`src/rtl/div_seq.sv`:
```
// div_seq: sequential restoring radix-2 divider, one quotient bit per clock, fixed LEN-cycle latency.
// Build options: DIV_SIGNED_EN selects two's-complement operands; the LEN parameter sets the width.

module div_seq #(
  parameter int unsigned LEN = 16
) (
  input  logic           i_clk,
  input  logic           i_rst_n,
  input  logic           i_start,
  input  logic [LEN-1:0] i_a,
  input  logic [LEN-1:0] i_b,
  output logic           o_done,
  output logic [LEN-1:0] o_q,
  output logic [LEN-1:0] o_r
);

  localparam int unsigned CW = $clog2(LEN + 1);

  typedef enum logic {
    IDLE = 1'b0,
    BUSY = 1'b1
  } state_t;

  state_t         r_state;
  logic [LEN-1:0] r_divisor;
  logic [LEN-1:0] r_rem;
  logic [LEN-1:0] r_quo;
  logic [LEN-1:0] r_q;
  logic [LEN-1:0] r_r;
  logic [CW-1:0]  r_count;

  logic [LEN-1:0] w_loadA;
  logic [LEN-1:0] w_loadB;
  logic [LEN:0]   w_shift;
  logic           w_ge;
  logic [LEN-1:0] w_remNext;
  logic [LEN-1:0] w_quoNext;
  logic [LEN-1:0] w_qFinal;
  logic [LEN-1:0] w_rFinal;

  // The shifted remainder is LEN+1 bits wide so its carry-out still takes part in the compare;
  // when the compare succeeds the true difference is below the divisor, so LEN-bit subtraction is exact.
  assign w_shift   = {r_rem, r_quo[LEN-1]};
  assign w_ge      = (w_shift >= {1'b0, r_divisor});
  assign w_remNext = w_ge ? (w_shift[LEN-1:0] - r_divisor) : w_shift[LEN-1:0];
  assign w_quoNext = {r_quo[LEN-2:0], w_ge};

`ifdef DIV_SIGNED_EN
  logic r_negQ;
  logic r_negR;

  assign w_loadA  = i_a[LEN-1] ? ('0 - i_a) : i_a;
  assign w_loadB  = i_b[LEN-1] ? ('0 - i_b) : i_b;
  assign w_qFinal = r_negQ ? ('0 - w_quoNext) : w_quoNext;
  assign w_rFinal = r_negR ? ('0 - w_remNext) : w_remNext;
`else
  assign w_loadA  = i_a;
  assign w_loadB  = i_b;
  assign w_qFinal = w_quoNext;
  assign w_rFinal = w_remNext;
`endif

  always_ff @(posedge i_clk) begin
    if (!i_rst_n) begin
      r_state   <= IDLE;
      r_divisor <= '0;
      r_rem     <= '0;
      r_quo     <= '0;
      r_q       <= '0;
      r_r       <= '0;
      r_count   <= '0;
`ifdef DIV_SIGNED_EN
      r_negQ    <= 1'b0;
      r_negR    <= 1'b0;
`endif
    end else if (i_start) begin
      r_divisor <= w_loadB;
      r_quo     <= w_loadA;
      r_rem     <= '0;
      r_count   <= CW'(LEN);
      r_state   <= BUSY;
`ifdef DIV_SIGNED_EN
      // A zero divisor keeps the quotient at all ones, so it is never negated.
      r_negQ    <= (i_a[LEN-1] ^ i_b[LEN-1]) && (i_b != '0);
      r_negR    <= i_a[LEN-1];
`endif
    end else if (r_state == BUSY) begin
      r_rem   <= w_remNext;
      r_quo   <= w_quoNext;
      r_count <= r_count - CW'(1);
      if (r_count == CW'(1)) begin
        r_q     <= w_qFinal;
        r_r     <= w_rFinal;
        r_state <= IDLE;
      end
    end
  end

  assign o_done = (r_state == IDLE);
  assign o_q    = r_q;
  assign o_r    = r_r;

endmodule

```
`config.mk`:
```
export PLATFORM = sky130hd
export DESIGN_NAME = div_seq
export DESIGN_NICKNAME = d
export VERILOG_FILES = /design/src/rtl/div_seq.sv
export SDC_FILE = /design/constraint.sdc
export NUM_CORES = 1
export LEC_CHECK = 0
export BUFFER_PORTS_ARGS = -buffer_cell sky130_fd_sc_hd__buf_2
export CAP_MARGIN = 20
export CORE_MARGIN = 2
export CORE_UTILIZATION = 25
export CTS_BUF_LIST = sky130_fd_sc_hd__clkbuf_8
export DETAILED_ROUTE_END_ITERATION = 10
export SYNTH_ARGS = -nofsm -noshare
export SYNTH_HDL_FRONTEND = slang
export SYNTH_SLANG_ARGS = --single-unit
```
`constraint.sdc`:
```
create_clock -name i_clk -period 2.7 [get_ports i_clk]
set_input_delay 0.405 -clock i_clk [delete_from_list [all_inputs] [get_ports i_clk]]
set_output_delay 0.405 -clock i_clk [all_outputs]
set_load 0.05 [all_outputs]
```
After elaboration in Yosys (flattened, before gate mapping) --
Index checks and enable logic that the tools add are counted.
Word-level totals: input port bits 35, output and inout bits 33, register bits after elaboration 86, logic and storage cells 26
Cells by class: order comparisons 1, bitwise logic cells 3, add/sub/neg operators 2, reductions and logical operators 3, mux-type cells 8, equal/unequal tests 1
Operators by type and width (count):
- two-way mux 16 bit | 3
- greater-or-equal comparator 17 x 16 -> 1 bit | 1
- subtractor 16 bit | 1
- two-way mux 5 bit | 2
- equality test 5 x 1 -> 1 bit (second input constant) | 1
- subtractor 5 x 1 -> 5 bit (second input constant) | 1
- two-way mux 1 bit | 3
- inverter 1 bit | 3
- AND reduction 3 bit | 1
- nonzero test 2 bit | 1
- OR reduction 2 bit | 1

Longest topological paths before layout --
depth in word-level cells 4, mapped depth 11, depth with buffers taken out 10

Least setup slack after synthesis --
OpenSTA, ideal clock, no wires.
path type reg-to-reg, start register r_quo[15], end register r_rem[10], path slack 530 ps, required time 2568 ps, cell stages (with the launch flop) 11, arrival time 2037 ps, buffers on the path 0, setup time 132 ps, path through dfxtp_1 > inv_1 > ha_1 > fa_1 > nand2b_1 > a21o_1 > a31oi_1 > a21oi_1 > xnor2_1 > mux2i_1 > a21oi_1
Between the ends: cells in the longest elaborated chain, start to end 2, elaborated cells between the ends (all ways) 3
RTL lines:
- start: declaration | RTL line 27 | logic [LEN-1:0] r_quo;
- start signal: assignment | RTL line 78 | r_quo <= w_loadA;
- start signal: assignment | RTL line 89 | r_quo <= w_quoNext;
- subtractor 16 bit / greater-or-equal comparator 17 x 16 -> 1 bit (equally long branches) | RTL line 45, 44
- two-way mux 16 bit * | RTL line 45 | assign w_remNext = w_ge ? (w_shift[LEN-1:0] - r_divisor) : w_shift[LEN-1:0];
- end signal: assignment | RTL line 88 | r_rem <= w_remNext;
- end: declaration | RTL line 26 | logic [LEN-1:0] r_rem;
Every way passes the cells marked *; elsewhere a longest branch is shown, timed or not. A chain may end at the register's enable or synchronous reset.

Worst setup path in the final report --
start register r_quo[15], end register r_rem[12]
Same word-level chain as after synthesis.

==> flow_summary.json <==
{
  "cts_setup_buffers": 0,
  "clock_latency_ps": 370,
  "finClkSkew_ps": 10.43,
  "drc": 0,
  "pre_cts_ws_ps": 161.7,
  "routed_wl_mm": 10.90,
  "synth-edff-count": 0,
  "overflow": 0,
  "finish.utilization": 0.3004,
  "path_class": "register to register",
  "power_frac_clock": 0.343,
  "syn_nets": 559,
  "grt_antenna_before_repair": 0,
  "ios": 68,
  "max_clock_freq_ghz": 0.4017,
  "ys_seq_area_frac": 0.3967,
  "wl_per_cell_um": 13.76,
  "grt_pass1_vias": 3459,
  "via_count": 3622,
  "gp_congestion": 0.8652,
  "root_buffer": "clkbuf_8",
  "maxCapViolations": 0,
  "place.detailed.hpwl_mm": 7.856,
  "fin_crit_sh": 0.9219,
  "end_kind": "register",
  "status": "finished clean",
  "hold_violations": 0,
  "cts_sinks": 86,
  "placementRows": 48,
  "synth.distinct_cells": 52,
  "die_area_um2": 18430,
  "total_power_uw": 3036,
  "rsz0062_at_grt": "no",
  "seq_power_share": 0.445,
  "postRouteAntennaNets": 0,
  "area.growth.synth_to_final_pct": 18.45,
  "vdd.ir_drop.worst_uv": 266.2,
  "ys.flop_type": "dfxtp_1",
  "switchingPower_uw": 922.8,
  "cts-htree-levels": 3,
  "min_path_type": "input pin to register",
  "powerDensity_nw_per_um2": 590.5,
  "fill_cells": 1853,
  "worstPathArrival_ps": 2790,
  "startpoint_type": "register",
  "slew_violations": 0,
  "grt_usage": 0.1215,
  "grt_max_degree": 71,
  "ys_async_sr_fraction": 0,
  "p_int_uw": 2113,
  "fin_nets": 616,
  "setup_violations": 0,
  "portBuffers": 67,
  "diodes": 0,
  "synth_cells": 505,
  "numCtsBuffers": 9,
  "cts_tree": "yes",
  "synth.avg_cell_area_um2": 8.595,
  "ys_ff_latch": 86,
  "start_util": 0.2536,
  "dr.pass1.iters": 4,
  "period_needed_ps": 2489,
  "drive_above_1_share": 0.1852,
  "finalSetupTns_ps": 0,
  "worstPathMaxFanout": 4,
  "pwr-share-comb": 0.213,
  "worstPathRequired_ps": 3000,
  "ctsLongestPathBuffers": 2,
  "die_h_um": 135.8,
  "ys_warn_count": 0,
  "grt_pass1_wl_mm": 17.83,
  "worst_pin_slew_ps": 715.3,
  "clk_pin_slew_ps": 100,
  "core_um2": 17120,
  "viasPerCell": 4.573,
  "switching_share": 0.3040,
  "setup_ws_ps": 210.8,
  "die_w_um": 135.8,
  "dr.first_iter.drc_count": 194,
  "relSlewSlack": 0.5231,
  "leakage_uw": 0.002168,
  "syn_area_um2": 4340
}
-- critical path, cell delays in order (launching register included) --
cell and delay, ps:
dfxtp_1 390, inv_1 60, ha_1 210, fa_1 410, nand2b_1 180, a21o_1 200, a31oi_2 250, o31ai_1 120
a211oi_1 340, a21oi_1 110, a21oi_1 150
-- synth_stat cells, types with 2 or more instances --
master / number / area (um2)
dfxtp_1: 86 / 1722
nand2_1: 60 / 225.2
o21ai_0: 50 / 250.2
mux2i_1: 39 / 390.4
a21oi_1: 33 / 165.2
clkbuf_1: 21 / 78.83
nor2_1: 20 / 75.07
inv_1: 19 / 71.32
nor2b_1: 19 / 118.9
ha_1: 18 / 225.2
a21boi_0: 17 / 127.6
and2_1: 17 / 106.4
nand3_1: 10 / 50.05
a21o_1: 8 / 60.06
xnor2_1: 8 / 70.07
a31oi_1: 7 / 43.79
buf_2: 6 / 30.03
nand2b_1: 6 / 37.54
nor3_1: 6 / 30.03
xor2_1: 6 / 52.55
nand4_1: 5 / 31.28
a211oi_1: 4 / 30.03
o21a_1: 4 / 30.03
buf_1: 3 / 11.26
or3_1: 3 / 18.77
nand4b_1: 2 / 17.52
o21ai_2: 2 / 17.52
or4_1: 2 / 15.01
-- state kept, by name, indices dropped and copies added, names as in the netlist --
signal / cells
o_r: 16
o_q: 16
r_quo: 16
r_divisor: 16
r_state: 1
r_rem: 16
r_count: 5
-- power groups by stage --
stage / Combinational, uW / Sequential, uW / Clock (uW)
after CTS: 646 / 1350 / 1070
after global placement: 643 / 1380 / 0
final: 645 / 1350 / 1040
after detailed placement: 642 / 1380 / 0
after floorplan: 482 / 1380 / 0
after global routing: 723 / 1360 / 1110
-- layout make-up --
type | count | area [um2] | area share
Clock buffer | 9 | 123.9 | 0.02409
Clock inverter | 7 | 103.9 | 0.02020
Inverter | 20 | 75.07 | 0.01460
Multi-Input combinational cell | 368 | 2424 | 0.4714
Sequential cell | 86 | 1723 | 0.3351
Tap cell | 225 | 281.5 | 0.05476
Timing Repair Buffer | 77 | 410.4 | 0.07982
-- per-layer routing --
layer | vias up | part of all wire | global-route usage
met2 | 81 | 0.44 | 0.1989
met3 | 8 | 0.051 | 0.02955
li1 | 1879 | - | -
met4 | 0 | 0.0075 | 0.02083
met5 | - | 0 | 0
met1 | 1654 | 0.50 | 0.1645
-- placed cells by master, fill, tap and decap left out, types with 8 or more instances in the layout --
cell type,count
clkbuf_8,9
buf_4,10
mux2i_1,39
o21ai_0,50
nor2_1,20
ha_1,18
inv_1,19
nor2b_1,19
a21boi_0,17
nand2_1,60
a21oi_1,33
a21o_1,8
nand3_1,10
dfxtp_1,85
buf_2,67
xnor2_1,8
and2_1,17
-- what timing repair did --
item	4_1_cts	5_1_grt
hold buffers	0	0
setup endpoints to repair	0	2
gates resized for setup	0	1
-- stage by stage --
step / hold WS [ps] / std cells / instance area [um2]
finish: 295.3 / 792 / 5141
global route: 288.4 / 792 / 5141
CTS: 284.9 / 792 / 5135
detailed placement: 456.1 / 776 / 4907
global placement: 449.6 / 776 / 4907
floorplan: 453.1 / 505 / 4340
-- final timing paths --
check	start	to	slack [ps]	cells past startpoint
worst min-delay path	i_b[6]	r_divisor[6]	300	3
worst max-delay path	r_quo[15]	r_rem[12]	210	10
worst max register to register	r_quo[15]	r_rem[12]	210	10
worst min register to register	o_q[5]	o_q[5]	470	2
-- kinds of logic (layout without fill, tap and decap cells) --
family          Yosys count  in the layout  synth area share
fa+ha+maj                19             19           0.05650
flops                    86             86            0.3967
simple gates            156            156            0.1793
compound gates          139            139            0.1992
buf+inv                  51            113           0.04756
mux                      40             40           0.09253
xor+xnor                 14             14           0.02825
Power figures use the tool's default switching activity.
